--- config.mk ---
export PLATFORM = sky130hd
export DESIGN_NAME = hazard_stall_ctrl_flat
export DESIGN_NICKNAME = d
export VERILOG_FILES = /design/src/rtl/hazard_pkg.sv /design/src/rtl/hazard_stall_ctrl_if.sv /design/src/rtl/hazard_detect.sv /design/src/rtl/hazard_stall_ctrl.sv /design/src/flat_wrapper.sv
export SDC_FILE = /design/constraint.sdc
export NUM_CORES = 1
export LEC_CHECK = 0
export ABC_AREA = 1
export CORE_MARGIN = 10
export CORE_UTILIZATION = 54
export DETAILED_ROUTE_END_ITERATION = 8
export PLACE_DENSITY = 0.87
export RECOVER_POWER = 50
export SYNTH_ARGS = -nofsm -noshare
export SYNTH_HDL_FRONTEND = slang
export SYNTH_SLANG_ARGS = --single-unit
--- constraint.sdc ---
create_clock -name clk -period 3.6 [get_ports clk]
set_input_delay 0.54 -clock clk [delete_from_list [all_inputs] [get_ports clk]]
set_output_delay 0.54 -clock clk [all_outputs]
set_load 0.01 [all_outputs]
--- src/rtl/hazard_pkg.sv ---
// Shared types for the pipeline hazard stall/flush controller.
package hazard_pkg;

   localparam int unsigned REG_ADDR_W_DEF = 5;
   localparam int unsigned PERF_CNT_W_DEF = 32;
   localparam int unsigned STALL_CNT_W    = 2;

   // branch_id encoding; 2'b11 is reserved and decoded as BR_NONE
   typedef enum logic [1:0] {
      BR_NONE = 2'b00,
      BR_COND = 2'b01,
      BR_JALR = 2'b10
   } branch_e;

   typedef enum logic [1:0] {
      IDLE     = 2'b00,
      STALL2   = 2'b01,
      DIV_WAIT = 2'b10
   } state_e;

   typedef logic [STALL_CNT_W-1:0] stall_cnt_t;

   localparam stall_cnt_t STALL_N0 = 2'd0;
   localparam stall_cnt_t STALL_N1 = 2'd1;
   localparam stall_cnt_t STALL_N2 = 2'd2;

endpackage

--- src/rtl/hazard_stall_ctrl_if.sv ---
// ID/EX/MEM hazard inputs and stall/flush outputs of the stall controller.
interface hazard_stall_ctrl_if #(
   parameter int unsigned REG_ADDR_W = 5,
   parameter int unsigned PERF_CNT_W = 32
);
   logic [REG_ADDR_W-1:0] rs1_id;
   logic [REG_ADDR_W-1:0] rs2_id;
   logic                  rs1_used_id;
   logic                  rs2_used_id;
   logic [1:0]            branch_id;
   logic [REG_ADDR_W-1:0] rd_ex;
   logic                  reg_write_ex;
   logic                  mem_read_ex;
   logic [REG_ADDR_W-1:0] rd_mem;
   logic                  mem_read_mem;
   logic                  branch_taken_id;
   logic                  div_busy_ex;
   logic                  stall;
   logic                  pc_en;
   logic                  if_id_en;
   logic                  id_ex_flush;
   logic                  if_id_flush;
   logic [PERF_CNT_W-1:0] stall_cycles;

   // pipeline side
   modport master (
      output rs1_id, rs2_id, rs1_used_id, rs2_used_id, branch_id,
             rd_ex, reg_write_ex, mem_read_ex, rd_mem, mem_read_mem,
             branch_taken_id, div_busy_ex,
      input  stall, pc_en, if_id_en, id_ex_flush, if_id_flush, stall_cycles
   );

   // controller side
   modport slave (
      input  rs1_id, rs2_id, rs1_used_id, rs2_used_id, branch_id,
             rd_ex, reg_write_ex, mem_read_ex, rd_mem, mem_read_mem,
             branch_taken_id, div_busy_ex,
      output stall, pc_en, if_id_en, id_ex_flush, if_id_flush, stall_cycles
   );
endinterface

--- src/rtl/hazard_detect.sv ---
// Combinational RAW hazard detection: required stall cycles for the ID instruction.
module hazard_detect
   import hazard_pkg::*;
#(
   parameter int unsigned REG_ADDR_W = 5
) (
   input  logic [REG_ADDR_W-1:0] rs1_id,
   input  logic [REG_ADDR_W-1:0] rs2_id,
   input  logic                  rs1_used_id,
   input  logic                  rs2_used_id,
   input  logic [1:0]            branch_id,
   input  logic [REG_ADDR_W-1:0] rd_ex,
   input  logic                  reg_write_ex,
   input  logic                  mem_read_ex,
   input  logic [REG_ADDR_W-1:0] rd_mem,
   input  logic                  mem_read_mem,
   output stall_cnt_t            n_c
);

   logic is_branch;
   logic use_rs2;
   logic match_ex;
   logic match_mem;

   always_comb begin
      is_branch = (branch_id == BR_COND) || (branch_id == BR_JALR);
      // JALR only reads rs1 in ID
      use_rs2   = rs2_used_id && (branch_id != BR_JALR);
      match_ex  = (rd_ex != '0) &&
                  ((rs1_used_id && (rs1_id == rd_ex)) || (use_rs2 && (rs2_id == rd_ex)));
      match_mem = (rd_mem != '0) &&
                  ((rs1_used_id && (rs1_id == rd_mem)) || (use_rs2 && (rs2_id == rd_mem)));

      n_c = STALL_N0;
      if (mem_read_mem && is_branch && match_mem) begin
         n_c = STALL_N1;
      end
      if (reg_write_ex && !mem_read_ex && is_branch && match_ex) begin
         n_c = STALL_N1;
      end
      // load-use dominates: the branch needs the loaded value in ID, two cycles away
      if (mem_read_ex && match_ex) begin
         n_c = is_branch ? STALL_N2 : STALL_N1;
      end
   end

endmodule

--- src/rtl/hazard_stall_ctrl.sv ---
// Pipeline stall/flush controller with saturating stall-cycle counter.
// Optional MULDIV_STALL_EN: stall while the divider in EX is busy (DIV_WAIT).
module hazard_stall_ctrl
   import hazard_pkg::*;
#(
   parameter int unsigned REG_ADDR_W = REG_ADDR_W_DEF,
   parameter int unsigned PERF_CNT_W = PERF_CNT_W_DEF
) (
   input  logic              clk,
   input  logic              reset,
   hazard_stall_ctrl_if.slave bus
);

   state_e                state_q;
   state_e                state_d;
   logic [PERF_CNT_W-1:0] stall_cycles_q;
   logic [PERF_CNT_W-1:0] stall_cycles_d;
   stall_cnt_t            n_c;
   logic                  stall_c;
   logic                  stall_out_c;
   logic                  div_busy_c;

   hazard_detect #(
      .REG_ADDR_W (REG_ADDR_W)
   ) u_detect (
      .rs1_id       (bus.rs1_id),
      .rs2_id       (bus.rs2_id),
      .rs1_used_id  (bus.rs1_used_id),
      .rs2_used_id  (bus.rs2_used_id),
      .branch_id    (bus.branch_id),
      .rd_ex        (bus.rd_ex),
      .reg_write_ex (bus.reg_write_ex),
      .mem_read_ex  (bus.mem_read_ex),
      .rd_mem       (bus.rd_mem),
      .mem_read_mem (bus.mem_read_mem),
      .n_c          (n_c)
   );

`ifdef MULDIV_STALL_EN
   assign div_busy_c = bus.div_busy_ex;
`else
   logic unused_div_busy;
   assign unused_div_busy = bus.div_busy_ex;
   assign div_busy_c      = 1'b0;
`endif

   // state register and stall counter
   always_ff @(posedge clk) begin
      if (!reset) begin
         state_q        <= IDLE;
         stall_cycles_q <= '0;
      end else begin
         state_q        <= state_d;
         stall_cycles_q <= stall_cycles_d;
      end
   end

   // next state and raw stall request
   always_comb begin
      state_d = state_q;
      stall_c = 1'b0;
      case (state_q)
         IDLE: begin
            if (div_busy_c) begin
               stall_c = 1'b1;
               state_d = DIV_WAIT;
            end else begin
               stall_c = (n_c != STALL_N0);
               state_d = (n_c == STALL_N2) ? STALL2 : IDLE;
            end
         end
         STALL2: begin
            stall_c = 1'b1;
            state_d = IDLE;
         end
         DIV_WAIT: begin
            // exit cycle behaves exactly like IDLE without the divider term
            if (div_busy_c) begin
               stall_c = 1'b1;
            end else begin
               stall_c = (n_c != STALL_N0);
               state_d = (n_c == STALL_N2) ? STALL2 : IDLE;
            end
         end
         default: begin
            state_d = IDLE;
         end
      endcase
   end

   // outputs are held in their run state while reset is low
   always_comb begin
      stall_out_c    = reset && stall_c;
      stall_cycles_d = stall_cycles_q;
      if (stall_out_c && !(&stall_cycles_q)) begin
         stall_cycles_d = stall_cycles_q + PERF_CNT_W'(1);
      end
   end

   assign bus.stall        = stall_out_c;
   assign bus.pc_en        = !stall_out_c;
   assign bus.if_id_en     = !stall_out_c;
   assign bus.id_ex_flush  = stall_out_c;
   assign bus.if_id_flush  = reset && bus.branch_taken_id && !stall_out_c;
   assign bus.stall_cycles = stall_cycles_q;

endmodule

--- src/flat_wrapper.sv ---
// flat-port wrapper written by rule: the top's interface ports become plain ports
module hazard_stall_ctrl_flat import hazard_pkg::*;
#(
   parameter int unsigned REG_ADDR_W = REG_ADDR_W_DEF,
   parameter int unsigned PERF_CNT_W = PERF_CNT_W_DEF
)
  (clk, reset, bus_rs1_id, bus_rs2_id, bus_rs1_used_id, bus_rs2_used_id, bus_branch_id, bus_rd_ex, bus_reg_write_ex, bus_mem_read_ex, bus_rd_mem, bus_mem_read_mem, bus_branch_taken_id, bus_div_busy_ex, bus_stall, bus_pc_en, bus_if_id_en, bus_id_ex_flush, bus_if_id_flush, bus_stall_cycles);
  hazard_stall_ctrl_if #(.REG_ADDR_W(REG_ADDR_W), .PERF_CNT_W(PERF_CNT_W)) bus_i ();
  input  logic clk;
  input  logic reset;
  input wire logic [$bits(bus_i.rs1_id)-1:0] bus_rs1_id;
  input wire logic [$bits(bus_i.rs2_id)-1:0] bus_rs2_id;
  input wire logic [$bits(bus_i.rs1_used_id)-1:0] bus_rs1_used_id;
  input wire logic [$bits(bus_i.rs2_used_id)-1:0] bus_rs2_used_id;
  input wire logic [$bits(bus_i.branch_id)-1:0] bus_branch_id;
  input wire logic [$bits(bus_i.rd_ex)-1:0] bus_rd_ex;
  input wire logic [$bits(bus_i.reg_write_ex)-1:0] bus_reg_write_ex;
  input wire logic [$bits(bus_i.mem_read_ex)-1:0] bus_mem_read_ex;
  input wire logic [$bits(bus_i.rd_mem)-1:0] bus_rd_mem;
  input wire logic [$bits(bus_i.mem_read_mem)-1:0] bus_mem_read_mem;
  input wire logic [$bits(bus_i.branch_taken_id)-1:0] bus_branch_taken_id;
  input wire logic [$bits(bus_i.div_busy_ex)-1:0] bus_div_busy_ex;
  output wire logic [$bits(bus_i.stall)-1:0] bus_stall;
  output wire logic [$bits(bus_i.pc_en)-1:0] bus_pc_en;
  output wire logic [$bits(bus_i.if_id_en)-1:0] bus_if_id_en;
  output wire logic [$bits(bus_i.id_ex_flush)-1:0] bus_id_ex_flush;
  output wire logic [$bits(bus_i.if_id_flush)-1:0] bus_if_id_flush;
  output wire logic [$bits(bus_i.stall_cycles)-1:0] bus_stall_cycles;
  assign bus_i.rs1_id = bus_rs1_id;
  assign bus_i.rs2_id = bus_rs2_id;
  assign bus_i.rs1_used_id = bus_rs1_used_id;
  assign bus_i.rs2_used_id = bus_rs2_used_id;
  assign bus_i.branch_id = bus_branch_id;
  assign bus_i.rd_ex = bus_rd_ex;
  assign bus_i.reg_write_ex = bus_reg_write_ex;
  assign bus_i.mem_read_ex = bus_mem_read_ex;
  assign bus_i.rd_mem = bus_rd_mem;
  assign bus_i.mem_read_mem = bus_mem_read_mem;
  assign bus_i.branch_taken_id = bus_branch_taken_id;
  assign bus_i.div_busy_ex = bus_div_busy_ex;
  assign bus_stall = bus_i.stall;
  assign bus_pc_en = bus_i.pc_en;
  assign bus_if_id_en = bus_i.if_id_en;
  assign bus_id_ex_flush = bus_i.id_ex_flush;
  assign bus_if_id_flush = bus_i.if_id_flush;
  assign bus_stall_cycles = bus_i.stall_cycles;
  hazard_stall_ctrl #(.REG_ADDR_W(REG_ADDR_W), .PERF_CNT_W(PERF_CNT_W)) u_core (.clk(clk), .reset(reset), .bus(bus_i));
endmodule
==> summary.md <==
| Metric | Value |
|---|---|
| Status | complete, no violations |
| Layer with the highest usage | met2 |
| Critical path's largest stage delay | 570 ps |
| Hold Buf Count CTS | 0 |
| Top Ports | 68 |
| Met2 Usage GRT | 32.1% |
| Total core area | 4750 µm² |
| Final core area utilization | 72.1% |
| Min Clock Period, post-route | 3100 ps |
| Initial antenna violation count | 0 |
| Hpwl dp | 6310 µm |
| Initial DRC count | 281 |
| Hold endpoint | u_core.state_q[0] |
| Worst Path Max Fanout | 4 |
| Rows | 25 |
| Reg-to-reg startpoint | u_core.bus.stall_cycles[0] |
| Post-route ant nets | 0 |
| RSZ-0062 raised after global routing | false |
| Nets | 546 |
| Post-Syn Instances | 455 |
| Die width | 90.1 µm |
| Worst-path clk slew | 70 ps |
| First-pass GRT wire length | 14000 µm |
| Vias in the first global route | 2877 |
| Fmax | 0.323 GHz |
| Top cell by count, worst path | nand2_1 |
| CTS root buffer | clkbuf_8 |
| H-Tree Depth | 2 |
| Total die area | 8120 µm² |
| TritonCTS clock tree | built |
| Clk buf depth | 2 |
| Crit path kind | input pin to output pin |
| Worst slew pin tran | 980 ps |
| Most area-hungry cell type in the Yosys netlist | dfxtp_1 |
| GRT Util Overall | 20.2% |
| GRT met1 Usage | 26.1% |
| Slowest CP cell | clkdlybuf4s50_1 |
| Critical path data arrival time | 2560 ps |
| Yosys reg bits | 33 |
| Slew Limit Headroom | 34.6% |
| Final Cycle Share | 86.0% |
| PwrDens | 246 nW/µm² |
| Critical path cell sequence | clkdlybuf4s50_1, inv_1, ha_1, nor2_1, nand2_1, nor2_1, nand3_1, nand2_1, nand3_1, nand3_2, nand2_1, inv_1, clkdlybuf4s50_1 |
| Hold Vio Cnt, Final | 0 |
| Drt pass-1 iters | 5 |
| Syn_area_per_cell | 5.84 µm² |
| Setup repair bufs after CTS | 0 |
| RR Endpoint | u_core.bus.stall_cycles[18] |
| Cts repair resizes | 0 |
| Clock sinks | 33 |
| Ys Warns | 0 |
| R2R Setup Slk | 1250 ps |
| Setup TNS after final layout | 0 ps |
| Hold path cells | 1 |
| Drt total wl | 8330 µm |
| Layout cell share with drive strength beyond 1 | 5.06% |
| Worst EP required | 3060 ps |
| Fin Clk Skew | 5.73 ps |
| Post-synthesis sequential area ratio | 24.9% |
| Max VDD drop | 0.000281 V |
| Clk Latency, worst-skew pair | 290 ps |
| Area growth from synthesis to layout | 29.2% |
| Hold Crit Class | flop to flop |
| Via count | 3134 |
| CTS buffer count | 5 |
| Antenna Cells | 0 |
| Yosys cell types | 26 |
| CP startpoint kind | input pin |
| RD Place Congestion | 1.04 |
| Post-Syn Area | 2660 µm² |
| Slew Viols, Final | 0 |
| Hold wc startpoint | u_core.state_q[0] |
| Port Buffer Count | 66 |
| Pin count of the biggest net entering global routing | 35 |
| Drt wl/cell | 14.3 µm |
| Post-DR vias/cell | 5.39 |
| Starting Density | 55.8% |
| Ranking of synthesized cells by area | dfxtp_1 25%, nand2_1 23%, nand4_1 8.0% |
| Commonest non-fill, non-tap cell in the layout | nand2_1 |
| Commonest non-fill, non-tap cells in the layout | 166 x nand2_1, 54 x nor2_1, 42 x inv_1 |
| Syn_nets | 488 |
| Setup-failing EPs final | 0 |
| Met3 GRT Util | 4.99% |
| Die Y | 90.1 µm |
| Max Cap Violations | 0 |
| Synth top area share | 24.9% |
| DRC | 0 |
| R2R depth | 9 |
| LEAKAGE | 0.00148 µW |
| GRT overflow | 0 |
| Critical path endpoint category | output pin |
## area by class of cell
cell class / instances / area (µm²)
Inverter: 45 / 169
Tap cell: 67 / 83.8
Timing Repair Buffer: 69 / 683
Fill cell: 446 / 1330
Clock inverter: 1 / 30.0
Clock buffer: 7 / 86.3
Multi-Input combinational cell: 359 / 1720
Sequential cell: 33 / 661
## how the worst max path moves through the flow
stage	start	to	slack [ps]
after floorplan	bus_branch_id[0]	bus_stall	1310
after global placement	bus_branch_id[0]	bus_stall	510
after detailed placement	bus_branch_id[0]	bus_stall	490
after CTS	bus_branch_id[0]	bus_stall	480
after global routing	bus_branch_id[0]	bus_stall	320
final	bus_branch_id[0]	bus_stall	500
## routing by layer
metal / routed length, µm / up-vias
li1: - / 1582
met3: 752 / 15
met5: 0 / -
met2: 3830 / 135
met4: 153 / 0
met1: 3590 / 1402
## report_power, final
group | internal, µW | total (µW) | switching [µW]
clock | 226 | 371 | 145
sequential | 366 | 367 | 1.61
combinational | 49.0 | 107 | 57.5
total | 640 | 845 | 204
## synth_stat cells, drive strengths merged
library cell,n
inv,45
xnor2,3
nand4,34
a21oi,30
nand3,21
o21ai,4
nand2,170
xor2,16
nor3,15
clkbuf,8
ha,2
dfxtp,33
nand3b,7
buf,10
nor2,57
## worst max-delay path, delay by kind of cell
| kind | cells | cell delay [ps] |
|---|---|---|
| buffers and inverters | 4 | 1180 |
| adder cells (fa/ha/maj) | 1 | 180 |
| AND/OR/NAND/NOR | 8 | 660 |
## registers in the layout (all words and copies together) (netlist names)
| signal | count |
|---|---|
| u_core.state_q | 1 |
| u_core.bus.stall_cycles | 32 |
## cells by family after synthesis
| family | after synthesis | share of synthesized area (%) |
|---|---|---|
| and+or+nand+nor | 304 | 51.3 |
| buffers and inverters | 63 | 10.2 |
| AOI/OAI and AO/OA | 34 | 6.41 |
| DFF | 33 | 24.9 |
| xor gates and xnor gates | 19 | 6.27 |
| adders and majority gates | 2 | 0.942 |
## metrics by stage
step	power (µW)	hold WS (ps)	instance area, µm²	setup WS, ps	instances
after global placement	481	404	3320	509	573
after floorplan	431	396	2660	1310	455
after CTS	846	423	3440	485	581
final	845	423	3430	504	581
after global routing	879	438	3430	315	581
after detailed placement	483	413	3320	488	573
(Power assumes the default switching activity.)
